File: src/rtl/sa_div_pkg.sv
// sa_div_pkg: shared FSM state encoding and default operand width for the divider scheduler
package sa_div_pkg;
    localparam int DEF_WIDTH = 8;
    typedef enum logic [1:0] {IDLE, RUN, DONE} state_t;
endpackage

File: src/rtl/sa_div_scheduler_if.sv
// sa_div_scheduler_if: two-requester divide request bus plus single result channel
//   req_valid/req_ready : per-requester handshake, bit i = requester i
//   req_dividend/divisor: signed operands, requester i in [i*WIDTH +: WIDTH]
//   res_*               : result channel, valid/ready handshake
interface sa_div_scheduler_if import sa_div_pkg::*; #(parameter int WIDTH = DEF_WIDTH);
    logic [1:0]         req_valid;
    logic [1:0]         req_ready;
    logic [2*WIDTH-1:0] req_dividend;
    logic [2*WIDTH-1:0] req_divisor;
    logic               res_valid;
    logic               res_ready;
    logic               res_id;
    logic [WIDTH-1:0]   res_quotient;
    logic [WIDTH-1:0]   res_remainder;
    logic               res_dbz;
    logic               res_ovf;
    modport master (
        output req_valid, req_dividend, req_divisor, res_ready,
        input  req_ready, res_valid, res_id, res_quotient, res_remainder, res_dbz, res_ovf
    );
    modport slave (
        input  req_valid, req_dividend, req_divisor, res_ready,
        output req_ready, res_valid, res_id, res_quotient, res_remainder, res_dbz, res_ovf
    );
endinterface

File: src/rtl/sa_div_core.sv
// sa_div_core: iterative unsigned restoring divider, one quotient bit per cycle
//   clk, rst           : clock, asynchronous active-high reset
//   i_load             : latch operands and perform the first step
//   i_start            : keep stepping until o_done
//   i_dividend/divisor : unsigned magnitudes
//   o_done             : all WIDTH steps complete, outputs valid
//   o_quotient/remainder: unsigned results
module sa_div_core import sa_div_pkg::*; #(
    parameter int WIDTH = DEF_WIDTH,
    parameter int CNT_W = $clog2(WIDTH + 1)
) (
    input  logic             clk,
    input  logic             rst,
    input  logic             i_load,
    input  logic             i_start,
    input  logic [WIDTH-1:0] i_dividend,
    input  logic [WIDTH-1:0] i_divisor,
    output logic             o_done,
    output logic [WIDTH-1:0] o_quotient,
    output logic [WIDTH-1:0] o_remainder
);
    logic [WIDTH-1:0] r_rem, r_quo, r_div;
    logic [CNT_W-1:0] r_cnt;
    // One restoring step: shift the next dividend bit into the partial remainder and subtract if it fits.
    function automatic logic [2*WIDTH-1:0] step(input logic [WIDTH-1:0] rem, input logic [WIDTH-1:0] quo, input logic [WIDTH-1:0] d);
        logic [WIDTH:0] sh;
        logic [WIDTH:0] diff;
        sh   = {rem, quo[WIDTH-1]};
        diff = sh - {1'b0, d};
        return diff[WIDTH] ? {sh[WIDTH-1:0], quo[WIDTH-2:0], 1'b0} : {diff[WIDTH-1:0], quo[WIDTH-2:0], 1'b1};
    endfunction
    // The load cycle already performs step 1, so WIDTH steps finish WIDTH-1 cycles after load.
    always_ff @(posedge clk or posedge rst) begin
        if (rst) begin
            r_rem <= '0;
            r_quo <= '0;
            r_div <= '0;
            r_cnt <= '0;
        end else if (i_load) begin
            {r_rem, r_quo} <= step('0, i_dividend, i_divisor);
            r_div          <= i_divisor;
            r_cnt          <= CNT_W'(1);
        end else if (i_start && !o_done) begin
            {r_rem, r_quo} <= step(r_rem, r_quo, r_div);
            r_cnt          <= r_cnt + CNT_W'(1);
        end
    end
    assign o_done      = r_cnt == CNT_W'(WIDTH);
    assign o_quotient  = r_quo;
    assign o_remainder = r_rem;
endmodule

File: src/rtl/sa_div_scheduler.sv
// sa_div_scheduler: round-robin arbiter for two requesters sharing one signed iterative divider
//   clk, rst : clock, asynchronous active-high reset
//   io_bus   : slave side of sa_div_scheduler_if (request handshake, operands, result channel)
module sa_div_scheduler import sa_div_pkg::*; #(
    parameter int WIDTH = DEF_WIDTH,
    parameter int CNT_W = $clog2(WIDTH + 1)
) (
    input  logic                 clk,
    input  logic                 rst,
    sa_div_scheduler_if.slave    io_bus
);
    localparam logic [WIDTH-1:0] MIN_NEG = {1'b1, {(WIDTH-1){1'b0}}};
    state_t           r_state;
    logic             r_rr, r_neg_q, r_neg_r, r_ovf_pend;
    logic             r_res_valid, r_res_id, r_res_dbz, r_res_ovf;
    logic [WIDTH-1:0] r_res_q, r_res_r;
    logic             w_gnt, w_xfer, w_load, w_core_done;
    logic [WIDTH-1:0] w_a, w_b, w_a_mag, w_b_mag, w_cq, w_cr;
    assign w_gnt   = &io_bus.req_valid ? r_rr : io_bus.req_valid[1];
    // Gated with rst so nothing is offered while reset is held.
    assign io_bus.req_ready = (r_state == IDLE && !rst) ? (io_bus.req_valid & (w_gnt ? 2'b10 : 2'b01)) : 2'b00;
    assign w_xfer  = |(io_bus.req_valid & io_bus.req_ready);
    assign w_a     = w_gnt ? io_bus.req_dividend[WIDTH +: WIDTH] : io_bus.req_dividend[0 +: WIDTH];
    assign w_b     = w_gnt ? io_bus.req_divisor[WIDTH +: WIDTH] : io_bus.req_divisor[0 +: WIDTH];
    // Magnitude of the most-negative value wraps to itself, which is its correct unsigned magnitude.
    assign w_a_mag = w_a[WIDTH-1] ? -w_a : w_a;
    assign w_b_mag = w_b[WIDTH-1] ? -w_b : w_b;
    assign w_load  = w_xfer && w_b != '0;
    sa_div_core #(.WIDTH(WIDTH), .CNT_W(CNT_W)) u_core (
        .clk         (clk),
        .rst         (rst),
        .i_load      (w_load),
        .i_start     (r_state == RUN),
        .i_dividend  (w_a_mag),
        .i_divisor   (w_b_mag),
        .o_done      (w_core_done),
        .o_quotient  (w_cq),
        .o_remainder (w_cr)
    );
    always_ff @(posedge clk or posedge rst) begin
        if (rst) begin
            r_state     <= IDLE;
            r_rr        <= 1'b0;
            r_neg_q     <= 1'b0;
            r_neg_r     <= 1'b0;
            r_ovf_pend  <= 1'b0;
            r_res_valid <= 1'b0;
            r_res_id    <= 1'b0;
            r_res_q     <= '0;
            r_res_r     <= '0;
            r_res_dbz   <= 1'b0;
            r_res_ovf   <= 1'b0;
        end else begin
            case (r_state)
                IDLE: if (w_xfer) begin
                    r_rr       <= ~w_gnt;
                    r_res_id   <= w_gnt;
                    r_neg_q    <= w_a[WIDTH-1] ^ w_b[WIDTH-1];
                    r_neg_r    <= w_a[WIDTH-1];
                    r_ovf_pend <= w_a == MIN_NEG && w_b == '1;
                    if (w_b == '0) begin
                        r_state     <= DONE;
                        r_res_valid <= 1'b1;
                        r_res_q     <= '1;
                        r_res_r     <= w_a;
                        r_res_dbz   <= 1'b1;
                        r_res_ovf   <= 1'b0;
                    end else begin
                        r_state <= RUN;
                    end
                end
                // MIN/-1 yields unsigned 2^(WIDTH-1) with equal signs, i.e. the wrapped most-negative value.
                RUN: if (w_core_done) begin
                    r_state     <= DONE;
                    r_res_valid <= 1'b1;
                    r_res_q     <= r_neg_q ? -w_cq : w_cq;
                    r_res_r     <= r_neg_r ? -w_cr : w_cr;
                    r_res_dbz   <= 1'b0;
                    r_res_ovf   <= r_ovf_pend;
                end
                DONE: if (io_bus.res_ready) begin
                    r_state     <= IDLE;
                    r_res_valid <= 1'b0;
                end
                default: r_state <= IDLE;
            endcase
        end
    end
    assign io_bus.res_valid     = r_res_valid;
    assign io_bus.res_id        = r_res_id;
    assign io_bus.res_quotient  = r_res_q;
    assign io_bus.res_remainder = r_res_r;
    assign io_bus.res_dbz       = r_res_dbz;
    assign io_bus.res_ovf       = r_res_ovf;
endmodule

File: src/flat_wrapper.sv
// flat-port wrapper written by rule: the top's interface ports become plain ports
module sa_div_scheduler_flat import sa_div_pkg::*;
#(
    parameter int WIDTH = DEF_WIDTH,
    parameter int CNT_W = $clog2(WIDTH + 1)
)
  (clk, rst, io_bus_req_valid, io_bus_req_dividend, io_bus_req_divisor, io_bus_res_ready, io_bus_req_ready, io_bus_res_valid, io_bus_res_id, io_bus_res_quotient, io_bus_res_remainder, io_bus_res_dbz, io_bus_res_ovf);
  sa_div_scheduler_if #(.WIDTH(WIDTH)) io_bus_i ();
  input  logic clk;
  input  logic rst;
  input wire logic [$bits(io_bus_i.req_valid)-1:0] io_bus_req_valid;
  input wire logic [$bits(io_bus_i.req_dividend)-1:0] io_bus_req_dividend;
  input wire logic [$bits(io_bus_i.req_divisor)-1:0] io_bus_req_divisor;
  input wire logic [$bits(io_bus_i.res_ready)-1:0] io_bus_res_ready;
  output wire logic [$bits(io_bus_i.req_ready)-1:0] io_bus_req_ready;
  output wire logic [$bits(io_bus_i.res_valid)-1:0] io_bus_res_valid;
  output wire logic [$bits(io_bus_i.res_id)-1:0] io_bus_res_id;
  output wire logic [$bits(io_bus_i.res_quotient)-1:0] io_bus_res_quotient;
  output wire logic [$bits(io_bus_i.res_remainder)-1:0] io_bus_res_remainder;
  output wire logic [$bits(io_bus_i.res_dbz)-1:0] io_bus_res_dbz;
  output wire logic [$bits(io_bus_i.res_ovf)-1:0] io_bus_res_ovf;
  assign io_bus_i.req_valid = io_bus_req_valid;
  assign io_bus_i.req_dividend = io_bus_req_dividend;
  assign io_bus_i.req_divisor = io_bus_req_divisor;
  assign io_bus_i.res_ready = io_bus_res_ready;
  assign io_bus_req_ready = io_bus_i.req_ready;
  assign io_bus_res_valid = io_bus_i.res_valid;
  assign io_bus_res_id = io_bus_i.res_id;
  assign io_bus_res_quotient = io_bus_i.res_quotient;
  assign io_bus_res_remainder = io_bus_i.res_remainder;
  assign io_bus_res_dbz = io_bus_i.res_dbz;
  assign io_bus_res_ovf = io_bus_i.res_ovf;
  sa_div_scheduler #(.WIDTH(WIDTH), .CNT_W(CNT_W)) u_core (.clk(clk), .rst(rst), .io_bus(io_bus_i));
endmodule
File: config.mk
export PLATFORM = sky130hd
export DESIGN_NAME = sa_div_scheduler_flat
export DESIGN_NICKNAME = d
export VERILOG_FILES = /design/src/rtl/sa_div_pkg.sv /design/src/rtl/sa_div_scheduler_if.sv /design/src/rtl/sa_div_core.sv /design/src/rtl/sa_div_scheduler.sv /design/src/flat_wrapper.sv
export SDC_FILE = /design/constraint.sdc
export NUM_CORES = 1
export LEC_CHECK = 0
export CAP_MARGIN = 20
export CORE_MARGIN = 1
export CORE_UTILIZATION = 50
export CTS_CLUSTER_DIAMETER = 50
export DETAILED_ROUTE_END_ITERATION = 7
export PLACE_DENSITY_LB_ADDON = 0.05
export SKIP_LAST_GASP = 1
export SLEW_MARGIN = 10
export SYNTH_ARGS = -nofsm -noshare
export SYNTH_HDL_FRONTEND = slang
export SYNTH_SLANG_ARGS = --single-unit
export TNS_END_PERCENT = 10
File: constraint.sdc
create_clock -name clk -period 3 [get_ports clk]
set_input_delay 0.3 -clock clk [delete_from_list [all_inputs] [get_ports clk]]
set_output_delay 0.3 -clock clk [all_outputs]
set_load 0.005 [all_outputs]
Word-level counts from Yosys, hierarchy flattened
Index checks and enable logic that the tools add are counted.
{"block": "word_totals", "elab_cells": 94, "register_bits": 54, "output_inout_bits": 22, "inputBits": 37}
{"block": "classes", "n_eq_ne": 9, "mux": 41, "n_addsub": 7, "bitwise_logic": 4, "n_reduce_logical": 18}
{"op": "two-way mux 8 bit", "count": 16}
{"op": "two-way mux 16 bit", "count": 2}
{"op": "negator 8 bit", "count": 4}
{"op": "one-hot mux 8 bit (2 select lines)", "count": 2}
{"op": "equality test 8 bit (second input constant)", "count": 2}
{"op": "two-way mux 2 bit", "count": 6}
{"op": "two-way mux 1 bit", "count": 9}
{"op": "subtractor 1 x 8 -> 9 bit", "count": 1}
{"op": "subtractor 9 x 8 -> 9 bit", "count": 1}
{"op": "zero test 8 bit", "count": 1}
{"op": "two-way mux 4 bit", "count": 2}
{"op": "nonzero test 8 bit", "count": 1}
{"op": "!= test 2 x 1 -> 1 bit (second input constant)", "count": 3}
{"op": "one-hot mux 2 bit (3 select lines)", "count": 1}
{"op": "AND reduction 5 bit", "count": 1}
{"op": "adder 4 x 1 -> 4 bit (second input constant)", "count": 1}
{"op": "AND 2 bit", "count": 2}
{"op": "equality test 4 bit (second input constant)", "count": 1}
{"op": "logical AND 1 bit", "count": 4}
{"op": "one-hot mux 1 bit (2 select lines)", "count": 2}
{"op": "AND reduction 2 bit", "count": 2}
{"op": "AND reduction 4 bit", "count": 1}
{"op": "nonzero test 2 bit", "count": 2}
{"op": "one-hot mux 1 bit (3 select lines)", "count": 1}
{"op": "10 further kinds", "count": 11}

Logic depth before layout (Yosys ltp)
{"block": "depth", "depth_word": 9, "depth_mapped": 13, "mapped_depth_nobuf": 12}

Cells and area by module
A second synthesis with hierarchy kept.
{"block": "hier_totals", "cells_unflattened": 469, "hier_area_um2": 4085.2}
{"mod": "sa_div_scheduler", "cells_per_inst": 254, "seq_area_each_um2": 650.6, "area_per_inst_um2": 2189.6, "n_inst": 1}
{"mod": "sa_div_core", "cells_per_inst": 215, "seq_area_each_um2": 700.7, "area_per_inst_um2": 1895.6, "n_inst": 1}

Worst setup path before layout
Ideal clock, no wire load.
{"block": "synth_timing", "path_kind": "flip-flop to flip-flop", "start": "reg u_core.r_rr", "end": "reg u_core.u_core.r_rem[0] (netlist: u_core.u_core.o_remainder[0])", "setup_time_ps": 111, "n_path_buf": 1, "stages_incl_launch_ff": 14, "synth_period_minus_slack_ps": 2974, "required_time_ps": 2889, "arrival_time_ps": 2863, "slack_ps": 26, "path_cell_list": "dfrtp_1 nand2b_1 nand2_2 buf_2 mux2i_1 nor4b_1 nand2b_1 ha_1 inv_1 ha_1 nand2_1 a2111oi_4 nor3b_1 a2111oi_2"}
{"block": "synth_via", "elab_chain_len": 8, "elab_cells_between_ends": 18, "classes_between": "3 x add/sub; 9 x mux; 2 x bitwise; 4 x reduce/logical"}
{"element": "from (decl)", "line_no": "sa_div_scheduler.sv:14", "text": "logic r_rr, r_neg_q, r_neg_r, r_ovf_pend;"}
{"element": "from (signal assigned)", "line_no": "sa_div_scheduler.sv:56", "text": "r_rr <= ~w_gnt;"}
{"element": "two-way mux 1 bit *", "line_no": "sa_div_scheduler.sv:19", "text": "assign w_gnt = &io_bus.req_valid ? r_rr : io_bus.req_valid[1];"}
{"element": "parallel branches: the longest is 7 deep, another holds subtractor 1 x 8 -> 9 bit"}
{"element": "to (signal assigned)", "line_no": "sa_div_core.sv:40", "text": "{r_rem, r_quo} <= step('0, i_dividend, i_divisor);"}
{"element": "to (signal assigned)", "line_no": "sa_div_core.sv:44", "text": "{r_rem, r_quo} <= step(r_rem, r_quo, r_div);"}
{"element": "to (decl)", "line_no": "sa_div_core.sv:22", "text": "logic [WIDTH-1:0] r_rem, r_quo, r_div;"}
Mark *: on every way between the ends.
A chain may end at the register's enable or synchronous reset.

Final worst setup path
Same ends and word-level chain as after synthesis.

==> results.toml <==
[critical_path]
cp-end-kind = "flop"
critPathKind = "reg -> reg"
worstSetupStartpoint = "u_core.r_rr"
reg2reg_from = "u_core.r_rr"
required_ps = 3210
cp.arrival_ps = 3100
startpoint_type = "flop"
cp_max_fo = 5

[synthesis]
netlist_instances = 443
synthFlopType = "dfrtp_1"
yosysWarnings = 0
synth_seq_cells = 54
synthArstFlopShare_pct = 100.0
syn_nets = 499
synth_cell_types = 65
avgSynthCellArea_um2 = 8.894
synth_top_area_cell = "dfrtp_1"
yosysSeqAreaShare_pct = 34.30
syn-cell-area_mm2 = 0.003940
synth.top_cell.area_share_pct = 34.30
synth.area.top_cells = "dfrtp_1 34%, ha_1 5.7%, xnor2_1 4.0%, mux2i_1 3.8%, nand2_1 3.8%"
synth_edf_count = 0

[drt]
ant_nets = 0
drt_iter0_markers = 220
vias = 3680
first_pass_iters = 5
vias_per_cell = 5.750
finalWirelength_mm = 10.86
wire_per_inst_um = 16.97
drc = 0

[global_route]
grt_overflow = 0
grtUsageMet2_pct = 43.56
antenna_found_initial = 0
grt_pass1_vias = 3528
grt_pass1_wl_mm = 17.82
met3_usage_pct = 3.620
grt_usage_pct = 27.23
grtUsageMet1_pct = 39.27
grt.busiest_layer = "met2"
grt_max_degree = 33

[floorplanning]
rows = 32
core-area_mm2 = 0.007687
die_w_um = 90.77
dieArea_mm2 = 0.008239
initial_core_util_pct = 51.25
ioPinCount = 59
dieHeight_um = 90.77

[status]
outcome = "finished clean"

[sta]
hold_viol_final = 0
relSlewSlack_pct = 60.92
max_freq_mhz = 345.8
finClkSkew_ps = 10.39
layout_setup_ws_ps = 108.5
drv_slew = 0
period_needed_ps = 2891
finalSetupViolations = 0
post-route-period-util_pct = 96.38
tightest_slew_ps = 585.1
fin_setup_tns_ps = 0

[pwr]
power_per_cell_area_mw_per_mm2 = 906.2
max-vdd-ir-drop_v = 0.0004951
power_mw = 4.675
p_leak_nw = 2.187

[placement]
port_buffers = 58
pre_cts_ws_ps = -412.9
hpwlAfterDp_mm = 8.486
gp_congestion = 0.8878

[min_path]
hp-class = "in -> async"

[cts]
cts-hold-fix-buffers = 0
tritoncts.num_buffers = 5
worstSkewPairLatency_ps = 310
cts_root_buf = "clkbuf_8"
cts_tree = "yes"
path_clk_slew_ps = 100
htree_num_levels = 2
clockBufferDepth = 2
clock-sinks = 54

[final_layout]
drive_above_1_share_pct = 18.40
area_growth_pct = 30.93
fin_nets = 594
diodes = 0

[job]
drv_cap = 0
sequential cells by signal (all words and copies together) (netlist names), 2 cells and up:
signal	cells
u_core.io_bus.res_quotient	8
u_core.io_bus.res_remainder	8
u_core.r_state	2
u_core.u_core.o_quotient	8
u_core.u_core.o_remainder	8
u_core.u_core.r_cnt	4
u_core.u_core.r_div	8
cells by family after synthesis:
logic type               after synthesis  synth area share, %
multiplexers                          25                6.668
flip-flops                            54                34.30
buffers and inverters                 49                5.494
adder cells (fa/ha/maj)               19                6.224
AND/OR/NAND/NOR                      146                19.09
XOR/XNOR                              31                6.891
AO/OA/AOI/OAI                        119                21.34
final timing paths:
path	endpoint	slack, ps	cells after the start
setup / recovery	u_core.u_core.o_remainder[0]	110	12
hold / removal	u_core.io_bus.res_id	370	2
setup reg to reg	u_core.u_core.o_remainder[0]	110	12
hold reg to reg	u_core.u_core.r_div[4]	490	2
max in group asynchronous	u_core.io_bus.res_remainder[3]	2070	3
min in group clk	u_core.r_rr	480	4
metal layers:
metal / part of all wire (%) / routed length (um)
met2: 46 / 5020
met3: 4.1 / 449
met1: 48 / 5262
met4: 1.2 / 126
met5: 0 / 0
Yosys cell counts (6+ instances only):
cell type	instances
o21ai_1	6
a21oi_1	18
o211ai_1	8
nand2_1	40
mux2i_1	15
a31oi_1	12
nor3_1	10
a221o_1	6
xor2_1	13
clkbuf_1	13
o21ai_0	26
nand2b_1	9
xnor2_1	18
o31ai_1	11
nand3_1	9
nor2b_1	6
ha_1	18
dfrtp_1	54
nor2_1	35
inv_1	24
placed cells by master (no fill, tap or decap), types with 6 or more instances in the layout:
cell type,netlist,routed
clkdlybuf4s50_1,0,57
dfrtp_1,54,54
buf_4,3,50
nand2_1,40,40
nor2_1,35,35
o21ai_0,26,26
inv_1,24,23
a21oi_1,18,17
xnor2_1,18,17
ha_1,18,17
mux2i_1,15,14
xor2_1,13,13
a31oi_1,12,11
o31ai_1,11,11
nor3_1,10,9
nand3_1,9,9
nand2b_1,9,8
o211ai_1,8,8
nor2b_1,6,6
a221o_1,6,6
per-stage QoR:
| step | utilization, % | area (um2) | std cells | hold WS (ps) |
|---|---|---|---|---|
| after CTS | 65.48 | 5034 | 638 | 387.7 |
| final | 67.11 | 5159 | 640 | 368.2 |
| after global routing | 67.11 | 5159 | 640 | 408.8 |
| after global placement | 64.10 | 4927 | 629 | 465.3 |
| after detailed placement | 64.10 | 4927 | 629 | 471.1 |
| after floorplan | - | 3940 | 443 | 449.5 |
worst max-delay path, stage by stage, from the launching register on:
cell and delay, ps:
dfrtp_1 420, nand2b_4 150, nand2_2 100, mux2_2 350
inv_1 90, ha_4 160, nor4b_2 220, nor4_1 90
o211ai_1 300, nand2_1 140, a2111oi_4 390, nor3b_2 100
a2111oi_2 280
power breakdown:
group | total [mW] | switching [mW] | internal [mW]
clock network | 0.408 | 0.246 | 0.162
registers | 1.33 | 0.290 | 1.04
logic | 2.94 | 1.51 | 1.43
total | 4.67 | 2.04 | 2.63
what timing repair did:
| item | CTS | global route |
|---|---|---|
| resized for setup | 2 | 18 |
| endpoints found under the hold margin | 0 | 0 |
| setup endpoints to repair | 6 | 38 |
| gates cloned | 0 | 0 |
| setup buffers | 2 | 2 |
| pin swaps | 3 | 5 |
area by class of cell:
cell class | count | area (um2)
Inverter | 26 | 97.59
Clock inverter | 2 | 13.76
Multi-Input combinational cell | 340 | 2490
Tap cell | 102 | 127.6
Fill cell | 670 | 2529
Sequential cell | 54 | 1351
Timing Repair Buffer | 111 | 1010
Clock buffer | 5 | 68.82
No activity file was read; power rests on OpenSTA's default activity.
